### src/rtl/bus_load_bank.sv
// Destination register bank on the common bus with a one-deep memory write handshake.
// Optional macro BUS_LOAD_LOST_WR_EN builds the sticky wr_lost flag for rejected memory writes.
module bus_load_bank #(
    parameter int AW = 12,
    parameter int DW = 16
) (
    input  logic          clk,
    input  logic          rst,
    input  logic [DW-1:0] bus_in,
    input  logic [2:0]    lsel,
    input  logic          ld_en,
    input  logic [5:0]    inc,
    input  logic [5:0]    clr,
    output logic [AW-1:0] ar_q,
    output logic [AW-1:0] pc_q,
    output logic [DW-1:0] dr_q,
    output logic [DW-1:0] ac_q,
    output logic [DW-1:0] ir_q,
    output logic [DW-1:0] tr_q,
    output logic          mem_wr_req,
    output logic [AW-1:0] mem_addr,
    output logic [DW-1:0] mem_wdata,
    input  logic          mem_wr_ack,
    output logic          busy,
    output logic          wr_lost
);

    typedef enum logic [0:0] {
        ST_IDLE = 1'b0,
        ST_REQ  = 1'b1
    } state_t;

    localparam logic [2:0] SEL_MEM = 3'd7;

    state_t        r_state;
    logic [AW-1:0] r_ar;
    logic [AW-1:0] r_pc;
    logic [DW-1:0] r_dr;
    logic [DW-1:0] r_ac;
    logic [DW-1:0] r_ir;
    logic [DW-1:0] r_tr;
    logic          r_req;
    logic [AW-1:0] r_addr;
    logic [DW-1:0] r_wdata;
    logic [7:0]    w_ld_hit;
    logic          w_mem_sel;

    // Next value of an address-width register: clear beats load beats increment.
    function automatic logic [AW-1:0] f_next_a(
        input logic [AW-1:0] cur,
        input logic          c,
        input logic          l,
        input logic          i,
        input logic [DW-1:0] b
    );
        logic [AW-1:0] nxt;
        if (c) begin
            nxt = {AW{1'b0}};
        end else if (l) begin
            nxt = b[AW-1:0];
        end else if (i) begin
            nxt = cur + {{(AW-1){1'b0}}, 1'b1};
        end else begin
            nxt = cur;
        end
        return nxt;
    endfunction

    // Next value of a data-width register, same priority as above.
    function automatic logic [DW-1:0] f_next_d(
        input logic [DW-1:0] cur,
        input logic          c,
        input logic          l,
        input logic          i,
        input logic [DW-1:0] b
    );
        logic [DW-1:0] nxt;
        if (c) begin
            nxt = {DW{1'b0}};
        end else if (l) begin
            nxt = b;
        end else if (i) begin
            nxt = cur + {{(DW-1){1'b0}}, 1'b1};
        end else begin
            nxt = cur;
        end
        return nxt;
    endfunction

    // One-hot decode of the qualified destination select; bit 0 means no destination.
    always_comb begin
        w_ld_hit = 8'd0;
        if (ld_en) begin
            w_ld_hit[lsel] = 1'b1;
        end else begin
            w_ld_hit = 8'd0;
        end
    end

    assign w_mem_sel = ld_en && (lsel == SEL_MEM);

    // Register bank update.
    always_ff @(posedge clk) begin
        if (rst) begin
            r_ar <= {AW{1'b0}};
            r_pc <= {AW{1'b0}};
            r_dr <= {DW{1'b0}};
            r_ac <= {DW{1'b0}};
            r_ir <= {DW{1'b0}};
            r_tr <= {DW{1'b0}};
        end else begin
            r_ar <= f_next_a(r_ar, clr[0], w_ld_hit[1], inc[0], bus_in);
            r_pc <= f_next_a(r_pc, clr[1], w_ld_hit[2], inc[1], bus_in);
            r_dr <= f_next_d(r_dr, clr[2], w_ld_hit[3], inc[2], bus_in);
            r_ac <= f_next_d(r_ac, clr[3], w_ld_hit[4], inc[3], bus_in);
            r_ir <= f_next_d(r_ir, clr[4], w_ld_hit[5], inc[4], bus_in);
            r_tr <= f_next_d(r_tr, clr[5], w_ld_hit[6], inc[5], bus_in);
        end
    end

    // Memory write handshake; address is the pre-edge AR so same-edge AR updates don't leak in.
    always_ff @(posedge clk) begin
        if (rst) begin
            r_state <= ST_IDLE;
            r_req   <= 1'b0;
            r_addr  <= {AW{1'b0}};
            r_wdata <= {DW{1'b0}};
        end else begin
            case (r_state)
                ST_IDLE: begin
                    if (w_mem_sel) begin
                        r_state <= ST_REQ;
                        r_req   <= 1'b1;
                        r_addr  <= r_ar;
                        r_wdata <= bus_in;
                    end else begin
                        r_state <= ST_IDLE;
                        r_req   <= 1'b0;
                    end
                end
                ST_REQ: begin
                    if (mem_wr_ack) begin
                        r_state <= ST_IDLE;
                        r_req   <= 1'b0;
                    end else begin
                        r_state <= ST_REQ;
                        r_req   <= 1'b1;
                    end
                end
                default: begin
                    r_state <= ST_IDLE;
                    r_req   <= 1'b0;
                end
            endcase
        end
    end

`ifdef BUS_LOAD_LOST_WR_EN
    logic r_wr_lost;

    // Sticky flag: a memory write arrived while the previous one was still pending.
    always_ff @(posedge clk) begin
        if (rst) begin
            r_wr_lost <= 1'b0;
        end else if (w_mem_sel && (r_state == ST_REQ)) begin
            r_wr_lost <= 1'b1;
        end else begin
            r_wr_lost <= r_wr_lost;
        end
    end

    assign wr_lost = r_wr_lost;
`else
    assign wr_lost = 1'b0;
`endif

    assign ar_q       = r_ar;
    assign pc_q       = r_pc;
    assign dr_q       = r_dr;
    assign ac_q       = r_ac;
    assign ir_q       = r_ir;
    assign tr_q       = r_tr;
    assign mem_wr_req = r_req;
    assign busy       = r_req;
    assign mem_addr   = r_addr;
    assign mem_wdata  = r_wdata;

endmodule

### config.mk
export PLATFORM = sky130hd
export DESIGN_NAME = bus_load_bank
export DESIGN_NICKNAME = d
export VERILOG_FILES = /design/src/rtl/bus_load_bank.sv
export SDC_FILE = /design/constraint.sdc
export NUM_CORES = 1
export LEC_CHECK = 0
export CAP_MARGIN = 40
export CORE_ASPECT_RATIO = 0.8
export CORE_MARGIN = 2
export CORE_UTILIZATION = 49
export CTS_CLUSTER_DIAMETER = 150
export DETAILED_ROUTE_END_ITERATION = 7
export PLACE_DENSITY_LB_ADDON = 0.2
export SLEW_MARGIN = 15
export SYNTH_ARGS = -nofsm -noshare
export SYNTH_HDL_FRONTEND = slang
export SYNTH_SLANG_ARGS = --single-unit
### constraint.sdc
create_clock -name clk -period 1.9 [get_ports clk]
set_input_delay 0.285 -clock clk [delete_from_list [all_inputs] [get_ports clk]]
set_output_delay 0.285 -clock clk [all_outputs]
set_load 0.005 [all_outputs]
==> results.md, run 1 <==
- Of the synthesized area, sequential elements account for 0.407.
- For this run, the number of Yosys warnings is 0.
- The area inside the core boundary is 0.0115 mm^2.
- In the synthesized netlist the async set-or-reset flop fraction comes to 0.
- The launching element type of the critical path is a register.
- The worst-path maximum fanout is 9.
- The most used flip-flop cell after synthesis is dfxtp_1.
- The post-DP HPWL is 12,300 um.
- Leaving out fill and tap cells, the most frequent cells in the layout are clkdlybuf4s50_1, dfxtp_1, nand2_1, a21oi_1, o21ai_0.
- The clock sink count is 117.
- The worst-margin pin slew is 0.596 ns.
- The initial detailed-routing violation count is 612.
- The number of hold buffers added after CTS was 0.
- TritonCTS created 17 clock buffers.
- Clock-pin slew was measured on the worst setup and hold paths at 0.06 ns.
- The repair_antennas step left the layout with diodes totalling 0.
- Together, buffers and inverters on the worst path number 1.
- In this run the critical register-to-register path is captured at ac_q[14]$_SDFFE_PP0P_.
- The synthesized netlist net count is 730.
- The cell family contributing the most delay on the critical path is buffers and inverters.
- The placed instances occupy a cell area of 0.00754 mm^2.
- The endpoint required time on the critical path is 1.62 ns.
- The die covers 0.0126 mm^2.
- The power per unit of standard cell area is 745 mW/mm^2.
- The total I/O pin count is 154.
- The count of unique library cells instantiated by Yosys is 42.
- The DRC violation count after routing is 0.
- The quantity of gates resized following cts is 0.
- The worst-path cell with the longest stage delay is clkdlybuf4s50_1.
- In the final routed layout, each cell accounts on average for 17.9 um.
- The accumulated negative setup slack is 0 ns.
- For hold timing, the worst endpoint is mem_addr[8]$_SDFFE_PP0P_.
- The latest clock arrival within the worst-skew pair is 0.41 ns.
- Of the cells placed in the final design, the portion with a size suffix greater than 1 is 0.0956.
- The final routed wirelength across all metal layers is 18,000 um.
- The tool flagged a number of max-cap violations equal to 0.
- The minimum setup slack among reg-to-reg paths is 0.20 ns.
- Setup repair after global routing left no endpoint under its margin.
- The peak per-stage delay on the critical path is 0.58 ns.
- The maximum resistive drop on vdd is 0.593 mV.
- The first detailed-routing pass took 5 iterations.
- Counting I/O delays and the setup requirement, the final critical path takes 1.83 ns.
- The beginning of the worst register-to-register path is ac_q[0]$_SDFFE_PP0P_.
- The maximum operating frequency is 548 MHz.
- The data arrival time of the critical path is 1.54 ns.
- The share of the clock period used by the worst path is 0.961.
- For this run, the total global-route usage over all layers was measured as 0.282.
- The flow ran to the end, and the final reports show no timing, DRC or antenna violations.
- The element type at the critical path end is an output port.
- The setup fix buffers added after clock tree synthesis is 0.
- Global routing finished with a remaining overflow of 0.
- For this configuration, the core starts out at a cell density of 0.501.
- The startpoint of the lowest-slack hold path is mem_addr[8]$_SDFFE_PP0P_.
- The initial antenna violation count is 0.
- Setup slack on the critical path of the routed design comes to 0.0749 ns.
- The leakage power figure is 0.00261 uW.
- The library cell used most frequently in the layout, excluding fill and tap cells, is clkdlybuf4s50_1.
- The maximum number of pins on one net before global-route repair is 35.
- CTS built an H-tree with a depth of 4.
- The max-slew violation count is 0.
- The number of cell rows is 35.
- The global placement routability congestion is 0.917.
- The critical path goes through clkdlybuf4s50_1.
- The maximum number of buffers from clock root to sink is 2.
- The via count of the first global-routing pass is 5,468.
- The number of standard cells after synthesis is 689.
- The final standard cell area without fillers is 0.00810 mm^2.
- Measured against its own limit, the worst slew margin works out to 0.601.
- The filler cells instantiated in the layout total 898.
- Yosys mapped a number of flops with a built-in enable equal to 0.
- The total via count in the routed design is 5,780.
- The worst-case setup slack after placement is 0.00874 ns.
- The worst hold path stage count is 2.
- The post-route clock skew is 0.0110 ns.
- The number of cell instances on the worst register-to-register path is 5.
- The average cell area after synthesis is 8.34 um^2.
- The path class of the lowest-slack min-delay path is register to register.
- In this run the cell area of the synthesized design comes to 0.00575 mm^2.
- The floorplan step set the die height to 101 um.
- The count of buffers added on input and output ports is 152.
- In this run the horizontal extent of the chip is 125 um.
- The count of final setup violators is 0.
- Dividing the detail-routed via count by the number of cells gives 5.75.
- The startpoint of the worst setup timing path is tr_q[3]$_SDFFE_PP0P_.
- The TritonCTS clock tree is yes.
- The count of nets left with antenna violations once routing finished came out at 0.
- The first global-routing pass estimated 28,400 um of wire.
- The final hold violation count was 0.
- The count of nets after finishing is 886.
- The type of the worst setup path is register to output port.
- The synthesized design contains 117 register bits.
- The CTS root buffer is clkbuf_16.
- The signed area change from the synthesized netlist to the final layout is 41.0%.
==> stage by stage <==
| stage | std cells | hold slack (ns) | total power, uW | utilization |
|---|---|---|---|---|
| after floorplan | 689 | 0.421 | 2780 | - |
| after global placement | 974 | 0.445 | 3070 | 0.658 |
| after detailed placement | 974 | 0.449 | 3090 | 0.658 |
| after CTS | 1006 | 0.457 | 6050 | 0.706 |
| after global routing | 1006 | 0.476 | 6210 | 0.706 |
| final | 1006 | 0.456 | 6040 | 0.706 |
==> final cells by class <==
class / count / area, um^2 / area share
inverter: 13 / 48.8 / 0.00602
tap: 148 / 185 / 0.0229
timing repair buffer: 177 / 1800 / 0.222
clock inverter: 15 / 134 / 0.0165
multi-input combinational: 519 / 3170 / 0.391
clock buffer: 17 / 425 / 0.0525
sequential: 117 / 2340 / 0.289
==> state kept, by name (all words and copies together), names as in the netlist <==
name / cells
ar_q: 12
mem_addr: 12
ac_q: 16
dr_q: 16
mem_wdata: 16
ir_q: 16
tr_q: 16
pc_q: 12
busy: 1
==> metal layers <==
metal / share of wire / GRT usage / vias to the layer above
met5: 0 / 0 / -
met4: 0.020 / 0.0915 / 0
met3: 0.080 / 0.0669 / 33
met2: 0.47 / 0.459 / 259
li1: - / - / 2769
met1: 0.43 / 0.372 / 2719
==> worst max path at each step <==
| stage | endpoint | slack, ns | cells past startpoint |
|---|---|---|---|
| finish | tr_q[3] | 0.07 | 1 |
| global route | tr_q[3] | 0.03 | 1 |
| CTS | tr_q[3] | 0.07 | 1 |
| detailed placement | mem_wdata[5]$_SDFFE_PP0P_ | 0.009 | 6 |
| global placement | mem_addr[11]$_SDFFE_PP0P_ | 0.06 | 6 |
| floorplan | mem_addr[0]$_SDFFE_PP0P_ | 0.48 | 7 |
==> cells in the mapped netlist (2+ instances only) <==
library cell    n  area share
nor4_4          2      0.0074
dfxtp_1       117        0.41
xor2_1         23       0.035
or2_2           5      0.0054
and4_1          5      0.0076
ha_1            6       0.013
nand4_2         4      0.0087
and3_1          6      0.0065
inv_1          13      0.0085
o21ai_0        58       0.050
a211oi_1       29       0.038
nand4_1        23       0.025
clkbuf_1       25       0.016
xnor2_1        51       0.078
or3_1           4      0.0044
mux2i_1         7       0.012
buf_4           3      0.0039
nand4b_1        3      0.0046
buf_1           2      0.0013
buf_6           2      0.0039
nand4_4         2      0.0074
nor2_1         49       0.032
nor4_2          8       0.017
nor4_1          6      0.0065
nand2_1        84       0.055
nor3_1         20       0.017
nand4bb_1       3      0.0059
nand3_1        24       0.021
a31oi_1         4      0.0044
buf_2           8      0.0070
nand2b_1        2      0.0022
a21oi_1        80       0.070
nand3_2         2      0.0035
==> kinds of logic (layout without fill, tap and decap cells) <==
group,count (synthesis),count (layout),synth area share
muxes,7,7,0.0122
AOI/OAI and AO/OA,176,176,0.170
and+or+nand+nor,255,255,0.243
other,1,1,0.000652
buffers and inverters,53,222,0.0409
adders and majority gates,6,6,0.0131
DFF,117,117,0.407
xor gates and xnor gates,74,74,0.113
==> where the power goes <==
part           switching [uW]  total, uW  leakage, uW  internal, uW
registers                59.3       2560     0.000946          2500
clock network            1190       2990     0.000269          1800
logic                     252        489      0.00140           237
Note: power is estimated with default switching activity, not from simulation.
==> run 2, diff against run 1 <==
CTS_CLUSTER_SIZE = 28   (was default)
clock period = 1.85 ns   (was 1.9 ns; I/O delays follow)
==> results.md, run 2 (synthesis gave the netlist of run 1 again) <==
- The remaining max-slew budget at the tightest pin came to 0.638 (was 0.601).
- The leakage power figure is 0.00266 uW (was 0.00261 uW).
- The die area is 0.0126 mm^2 (unchanged).
- The worst-path maximum fanout was 6 (was 9).
- The number of iterations in the first detailed-routing pass was 5 (unchanged).
- The most common cell after layout, fill and taps aside is clkdlybuf4s50_1 (unchanged).
- Unrepaired setup endpoints after global routing: no (unchanged).
- The terminus of the critical flop-to-flop path is ac_q[14]$_SDFFE_PP0P_ (unchanged).
- The share of the clock period used by the worst path is 0.955.
- The final routed wirelength across all metal layers came to 18,100 um (was 18,000 um).
- The proportion of layout cells with a drive suffix above 1 is 0.101 (was 0.0956).
- The total global-route track usage came to 0.285 (was 0.282).
- The endpoint required time on the critical path came to 1.57 ns (was 1.62 ns).
- The worst hold path stage count was 2 (unchanged).
- Run status: finished clean (unchanged).
- The wire length of the first global-routing pass is 28,300 um (was 28,400 um).
- The initial antenna violation count came to 0 (unchanged).
- The worst-margin pin slew came to 0.541 ns (was 0.596 ns).
- The initial detailed-routing violation count is 548 (was 612).
- The quantity of gates resized following cts is 0 (unchanged).
- Series of cell instances along the critical path: clkdlybuf4s50_1 (unchanged).
- The total I/O pin count is 154 (unchanged).
- The power per unit of standard cell area is 783 mW/mm^2 (was 745 mW/mm^2).
- The area inside the core boundary is 0.0115 mm^2 (unchanged).
- The DRC violation count after routing is 0 (unchanged).
- The via count of the first global-routing pass is 5,452 (was 5,468).
- The kind of cell adding the most delay to the critical path is buffers and inverters (unchanged).
- The element type at the critical path end is an output port (unchanged).
- The minimum setup slack among reg-to-reg paths is 0.22 ns (was 0.20 ns).
- The power after layout came to 6400 uW (was 6040 uW).
- The maximum level of the CTS H-tree is 4 (unchanged).
- The count of antenna diodes in the layout is 0 (unchanged).
- The count of buffers from port buffering is 152 (unchanged).
- The final standard cell utilization of the core is 0.713 (was 0.706).
- For this run, the top clock speed supported by timing is 566 MHz.
- The cell count along the critical path came to 1 (unchanged).
- The number of buffers and inverters on the critical path was 1 (unchanged).
- The clock sink count is 117 (unchanged).
- The total via count in the routed design is 5,848 (was 5,780).
- The hold buffer count at CTS came to 0 (unchanged).
- The y dimension of the die is 101 um (unchanged).
- The latest clock arrival within the worst-skew pair is 0.42 ns (was 0.41 ns).
- The startpoint of the worst setup timing path is dr_q[3]$_SDFFE_PP0P_ (was tr_q[3]$_SDFFE_PP0P_).
- The max-slew violation count is 0 (unchanged).
- The global placement routability congestion was 0.915 (was 0.917).
- The launching element type of the critical path is a register (unchanged).
- The data arrival time of the critical path was 1.49 ns (was 1.54 ns).
- The area used by sequential logic in the layout is 0.00234 mm^2 (about the same).
- The peak per-stage delay on the critical path is 0.58 ns (about the same).
- The count of nets after finishing is 892 (was 886).
- The starting utilization of the core area is 0.501 (unchanged).
- The endpoint of the worst setup timing path is dr_q[3] (was tr_q[3]).
- The final worst setup slack is 0.0838 ns (was 0.0749 ns).
- The post-route clock skew is 0.0113 ns (was 0.0110 ns).
- The number of maximum-capacitance violations is 0 (unchanged).
- The worst-case setup slack after placement is -0.0386 ns (was 0.00874 ns).
- The maximum number of buffers from clock root to sink is 2 (unchanged).
- The beginning of the worst register-to-register path is ac_q[1]$_SDFFE_PP0P_ (was ac_q[0]$_SDFFE_PP0P_).
- The width of the chip is 125 um (unchanged).
- The signed area change from the synthesized netlist to the final layout came to 42.2% (was 41.0%).
- The CTS root buffer is clkbuf_16 (unchanged).
- The final hold violation count is 0 (unchanged).
- The path class of the lowest-slack min-delay path is register to register (unchanged).
- The minimum period implied by the final worst setup slack is 1.77 ns.
- The number of cell rows came to 35 (unchanged).
- The total clock buffers created by CTS is 17 (unchanged).
- The maximum resistive drop on vdd came to 0.671 mV (was 0.593 mV).
- The number of cell instances on the worst register-to-register path is 5 (unchanged).
- The routed length per placed instance came to 17.9 um (about the same).
- The count of final setup violators came to 0 (unchanged).
- The number of fillers in the final layout was 863 (was 898).
- The TritonCTS clock tree is yes (unchanged).
- The overall overflow remaining after global route is 0 (unchanged).
- The post-detailed-route via-to-cell ratio was 5.78 (was 5.75).
- The setup fix buffers added after clock tree synthesis is 0 (unchanged).
- The post-detailed-route count of antenna-violating nets is 0 (unchanged).
- The footprint of the multi-input gates is 0.00317 mm^2 (unchanged).
- The post-DP HPWL is 12,600 um (was 12,300 um).
- The clock slew seen by the registers of the worst setup and hold paths is 0.05 ns (was 0.06 ns).
- The maximum number of pins on one net before global-route repair was 35 (unchanged).
- The type of the worst setup path is register to output port (unchanged).
- The worst-path cell with the longest stage delay is clkdlybuf4s50_1 (unchanged).
- Commonest cells after routing, fill and taps aside: clkdlybuf4s50_1, dfxtp_1, nand2_1, a21oi_1, o21ai_0 (unchanged).
==> run 2: cell count changes in the layout (fill, tap and decap cells not counted) <==
cell / previous run / this run
bufinv_16: 1 / 2
clkinv_4: 6 / 1
clkbuf_1: 0 / 1
clkinv_2: 4 / 5
clkinvlp_4: 3 / 1
clkbuf_8: 0 / 4
inv_6: 1 / 0
dfxtp_1: 117 / 116
dfxtp_2: 0 / 1
buf_4: 18 / 24
==> run 2: tightest hold or removal path: stages (launching register included) <==
cell     delay [ns]
dfxtp_1        0.31
nand2_1        0.05
a21oi_1        0.05
==> run 2: how the worst min path moves through the flow <==
| stage | start | endpoint | slack (ns) |
|---|---|---|---|
| after floorplan | bus_in[0] | mem_wdata[0]$_SDFFE_PP0P_ | 0.41 |
| after global placement | mem_addr[5]$_SDFFE_PP0P_ | mem_addr[5]$_SDFFE_PP0P_ | 0.44 |
| after detailed placement | mem_addr[5]$_SDFFE_PP0P_ | mem_addr[5]$_SDFFE_PP0P_ | 0.45 |
| final | mem_addr[5]$_SDFFE_PP0P_ | mem_addr[5]$_SDFFE_PP0P_ | 0.46 |
| after CTS | mem_addr[5]$_SDFFE_PP0P_ | mem_addr[5]$_SDFFE_PP0P_ | 0.46 |
| after global routing | mem_wdata[9]$_SDFFE_PP0P_ | mem_wdata[9]$_SDFFE_PP0P_ | 0.49 |
==> run 2: area by class of cell <==
class                           count  share of cell area
Multi-Input combinational cell    519               0.388
Sequential cell                   117               0.287
Timing Repair Buffer              183               0.225
Clock buffer                       22              0.0592
Tap cell                          148              0.0226
Clock inverter                      9              0.0124
Inverter                           13             0.00597
==> run 2: per-layer routing <==
metal  wire length [um]  vias to the layer above  track usage
met2               8550                      239        0.471
met3               1190                       43       0.0685
met4                448                        0        0.114
met1               7930                     2794        0.363
met5                  0                        -            0
li1                   -                     2772            -
==> run 2: through the flow <==
stage	TNS (ns)	hold WS, ns	std cells	cell area (um^2)
after floorplan	0	0.413	689	5750
after global placement	0	0.442	980	7590
after detailed placement	-0.286	0.449	980	7590
after CTS	0	0.456	1011	8180
after global routing	0	0.485	1011	8180
final	0	0.457	1011	8180
==> run 2: power breakdown <==
group / switching, uW / total, uW / internal (uW) / leakage [uW]
Combinational: 259 / 507 / 248 / 0.00143
Sequential: 60.0 / 2630 / 2570 / 0.000947
Clock: 1160 / 3270 / 2110 / 0.000292
Total: 1480 / 6400 / 4920 / 0.00266
==> run 3, diff against run 2 <==
MAX_ROUTING_LAYER = met4   (was default)
==> results.md, run 3 (synthesis gave the netlist of run 1 again) <==
- The post-detailed-route via-to-cell ratio is 5.77 (was 5.78).
- The remaining max-slew budget at the tightest pin is 0.635 (was 0.638).
- The total I/O pin count is 154 (unchanged).
- The maximum operating frequency is 567 MHz (was 566 MHz).
- The CTS root buffer was clkbuf_16 (unchanged).
- Unrepaired setup endpoints after global routing: no (unchanged).
- The total global-route track usage is 0.293 (was 0.285).
- The final worst setup slack is 0.0871 ns (was 0.0838 ns).
- The width of the chip is 125 um (unchanged).
- The share of the clock period used by the worst path is 0.953 (was 0.955).
- The proportion of layout cells with a drive suffix above 1 is 0.101 (unchanged).
- The element type at the critical path end is an output port (unchanged).
- The post-detailed-route count of antenna-violating nets is 0 (unchanged).
- The final routed wirelength across all metal layers is 18,100 um (about the same).
- The worst-path cell with the longest stage delay is clkdlybuf4s50_1 (unchanged).
- The count of antenna diodes in the layout is 0 (unchanged).
- The post-DP HPWL is 12,600 um (unchanged).
- The peak per-stage delay on the critical path is 0.58 ns (about the same).
- The DRC violation count after routing was 0 (unchanged).
- The routed length per placed instance is 17.9 um (about the same).
- The clock sink count was 117 (unchanged).
- The signed area change from the synthesized netlist to the final layout was 42.2% (unchanged).
- The number of fillers in the final layout was 863 (unchanged).
- The hold buffer count at CTS was 0 (unchanged).
- The maximum number of pins on one net before global-route repair is 35 (unchanged).
- The total clock buffers created by CTS came to 17 (unchanged).
- The launching element type of the critical path is a register (unchanged).
- The maximum number of buffers from clock root to sink is 2 (unchanged).
- The count of nets after finishing came to 892 (unchanged).
- Commonest cells after routing, fill and taps aside: clkdlybuf4s50_1, dfxtp_1, nand2_1, a21oi_1, o21ai_0 (unchanged).
- The TritonCTS clock tree is yes (unchanged).
- The starting utilization of the core area was 0.501 (unchanged).
- The clock slew seen by the registers of the worst setup and hold paths is 0.05 ns (about the same).
- The number of buffers and inverters on the critical path was 1 (unchanged).
- The total via count in the routed design is 5,830 (was 5,848).
- Series of cell instances along the critical path: clkdlybuf4s50_1 (unchanged).
- The wire length of the first global-routing pass is 28,300 um (about the same).
- The endpoint required time on the critical path is 1.57 ns (about the same).
- The max-slew violation count is 0 (unchanged).
- The latest clock arrival within the worst-skew pair is 0.42 ns (about the same).
- The leakage power figure is 0.00266 uW (unchanged).
- The overall overflow remaining after global route came to 0 (unchanged).
- The initial detailed-routing violation count is 536 (was 548).
- The path class of the lowest-slack min-delay path is register to register (unchanged).
- The maximum resistive drop on vdd is 0.674 mV (was 0.671 mV).
- The worst-margin pin slew is 0.546 ns (was 0.541 ns).
- The die area came to 0.0126 mm^2 (unchanged).
- The most common cell after layout, fill and taps aside is clkdlybuf4s50_1 (unchanged).
- The worst-path maximum fanout is 6 (unchanged).
- The global placement routability congestion is 0.931 (was 0.915).
- The final non-filler cell total is 1,011 (unchanged).
- The count of final setup violators came to 0 (unchanged).
- The number of iterations in the first detailed-routing pass is 5 (unchanged).
- The y dimension of the die is 101 um (unchanged).
- The minimum period implied by the final worst setup slack came to 1.76 ns (was 1.77 ns).
- The setup fix buffers added after clock tree synthesis is 0 (unchanged).
- The power per unit of standard cell area is 783 mW/mm^2 (about the same).
- The area inside the core boundary is 0.0115 mm^2 (unchanged).
- The total placed instance area is 0.00759 mm^2 (unchanged).
- The type of the worst setup path is register to output port (unchanged).
- The number of cell rows is 35 (unchanged).
- The final hold violation count is 0 (unchanged).
- The via count of the first global-routing pass was 5,463 (was 5,452).
- The final standard cell area without fillers is 0.00818 mm^2 (unchanged).
- The maximum level of the CTS H-tree was 4 (unchanged).
- The kind of cell adding the most delay to the critical path was buffers and inverters (unchanged).
- The number of maximum-capacitance violations came to 0 (unchanged).
- The total instance count after detailed placement is 980 (unchanged).
- Run status: finished clean (unchanged).
- The initial antenna violation count is 0 (unchanged).
- The worst-case setup slack after placement came to -0.0386 ns (unchanged).
- The post-route clock skew is 0.00948 ns (was 0.0113 ns).
- The data arrival time of the critical path is 1.49 ns (about the same).
- The count of buffers from port buffering is 152 (unchanged).
run 3: stage by stage:
step                power (uW)   util  TNS [ns]  hold slack (ns)
detailed placement        3180  0.662    -0.286            0.449
finish                    6400  0.713         0            0.458
global placement          3160  0.662         0            0.442
global route              6570  0.713         0            0.485
CTS                       6410  0.713         0            0.456
floorplan                 2860      -         0            0.413
run 3: what timing repair did:
item	in CTS	in global routing
endpoints found under the hold margin	0	0
resized for setup	0	1
setup endpoints to repair	0	1
run 3: where the power goes:
group          internal (uW)  switching, uW  total (uW)
logic                    248            259         507
clock network           2110           1160        3270
registers               2570           60.0        2630
run 3: final timing paths:
path | start | slack, ns | cells after the start | to
max | dr_q[3]$_SDFFE_PP0P_ | 0.09 | 1 | dr_q[3]
min | mem_addr[5]$_SDFFE_PP0P_ | 0.46 | 2 | mem_addr[5]$_SDFFE_PP0P_
min reg2reg | mem_addr[5]$_SDFFE_PP0P_ | 0.46 | 2 | mem_addr[5]$_SDFFE_PP0P_
max reg2reg | ac_q[1]$_SDFFE_PP0P_ | 0.20 | 5 | ac_q[14]$_SDFFE_PP0P_
run 3: metal layers:
metal / wire, um / up-vias / track usage / share of wire
met1: 7980 / 2784 / 0.364 / 0.44
met4: 440 / 0 / 0.116 / 0.024
li1: - / 2770 / - / -
met3: 1130 / 38 / 0.0605 / 0.062
met5: 0 / - / - / 0
met2: 8580 / 238 / 0.472 / 0.47
run 3: area by class of cell:
class / instances / area, um^2 / share of cell area
clock buffer: 22 / 484 / 0.0592
clock inverter: 9 / 101 / 0.0124
inverter: 13 / 48.8 / 0.00597
multi-input combinational: 519 / 3170 / 0.388
sequential: 117 / 2340 / 0.287
tap: 148 / 185 / 0.0226
timing repair buffer: 183 / 1840 / 0.225
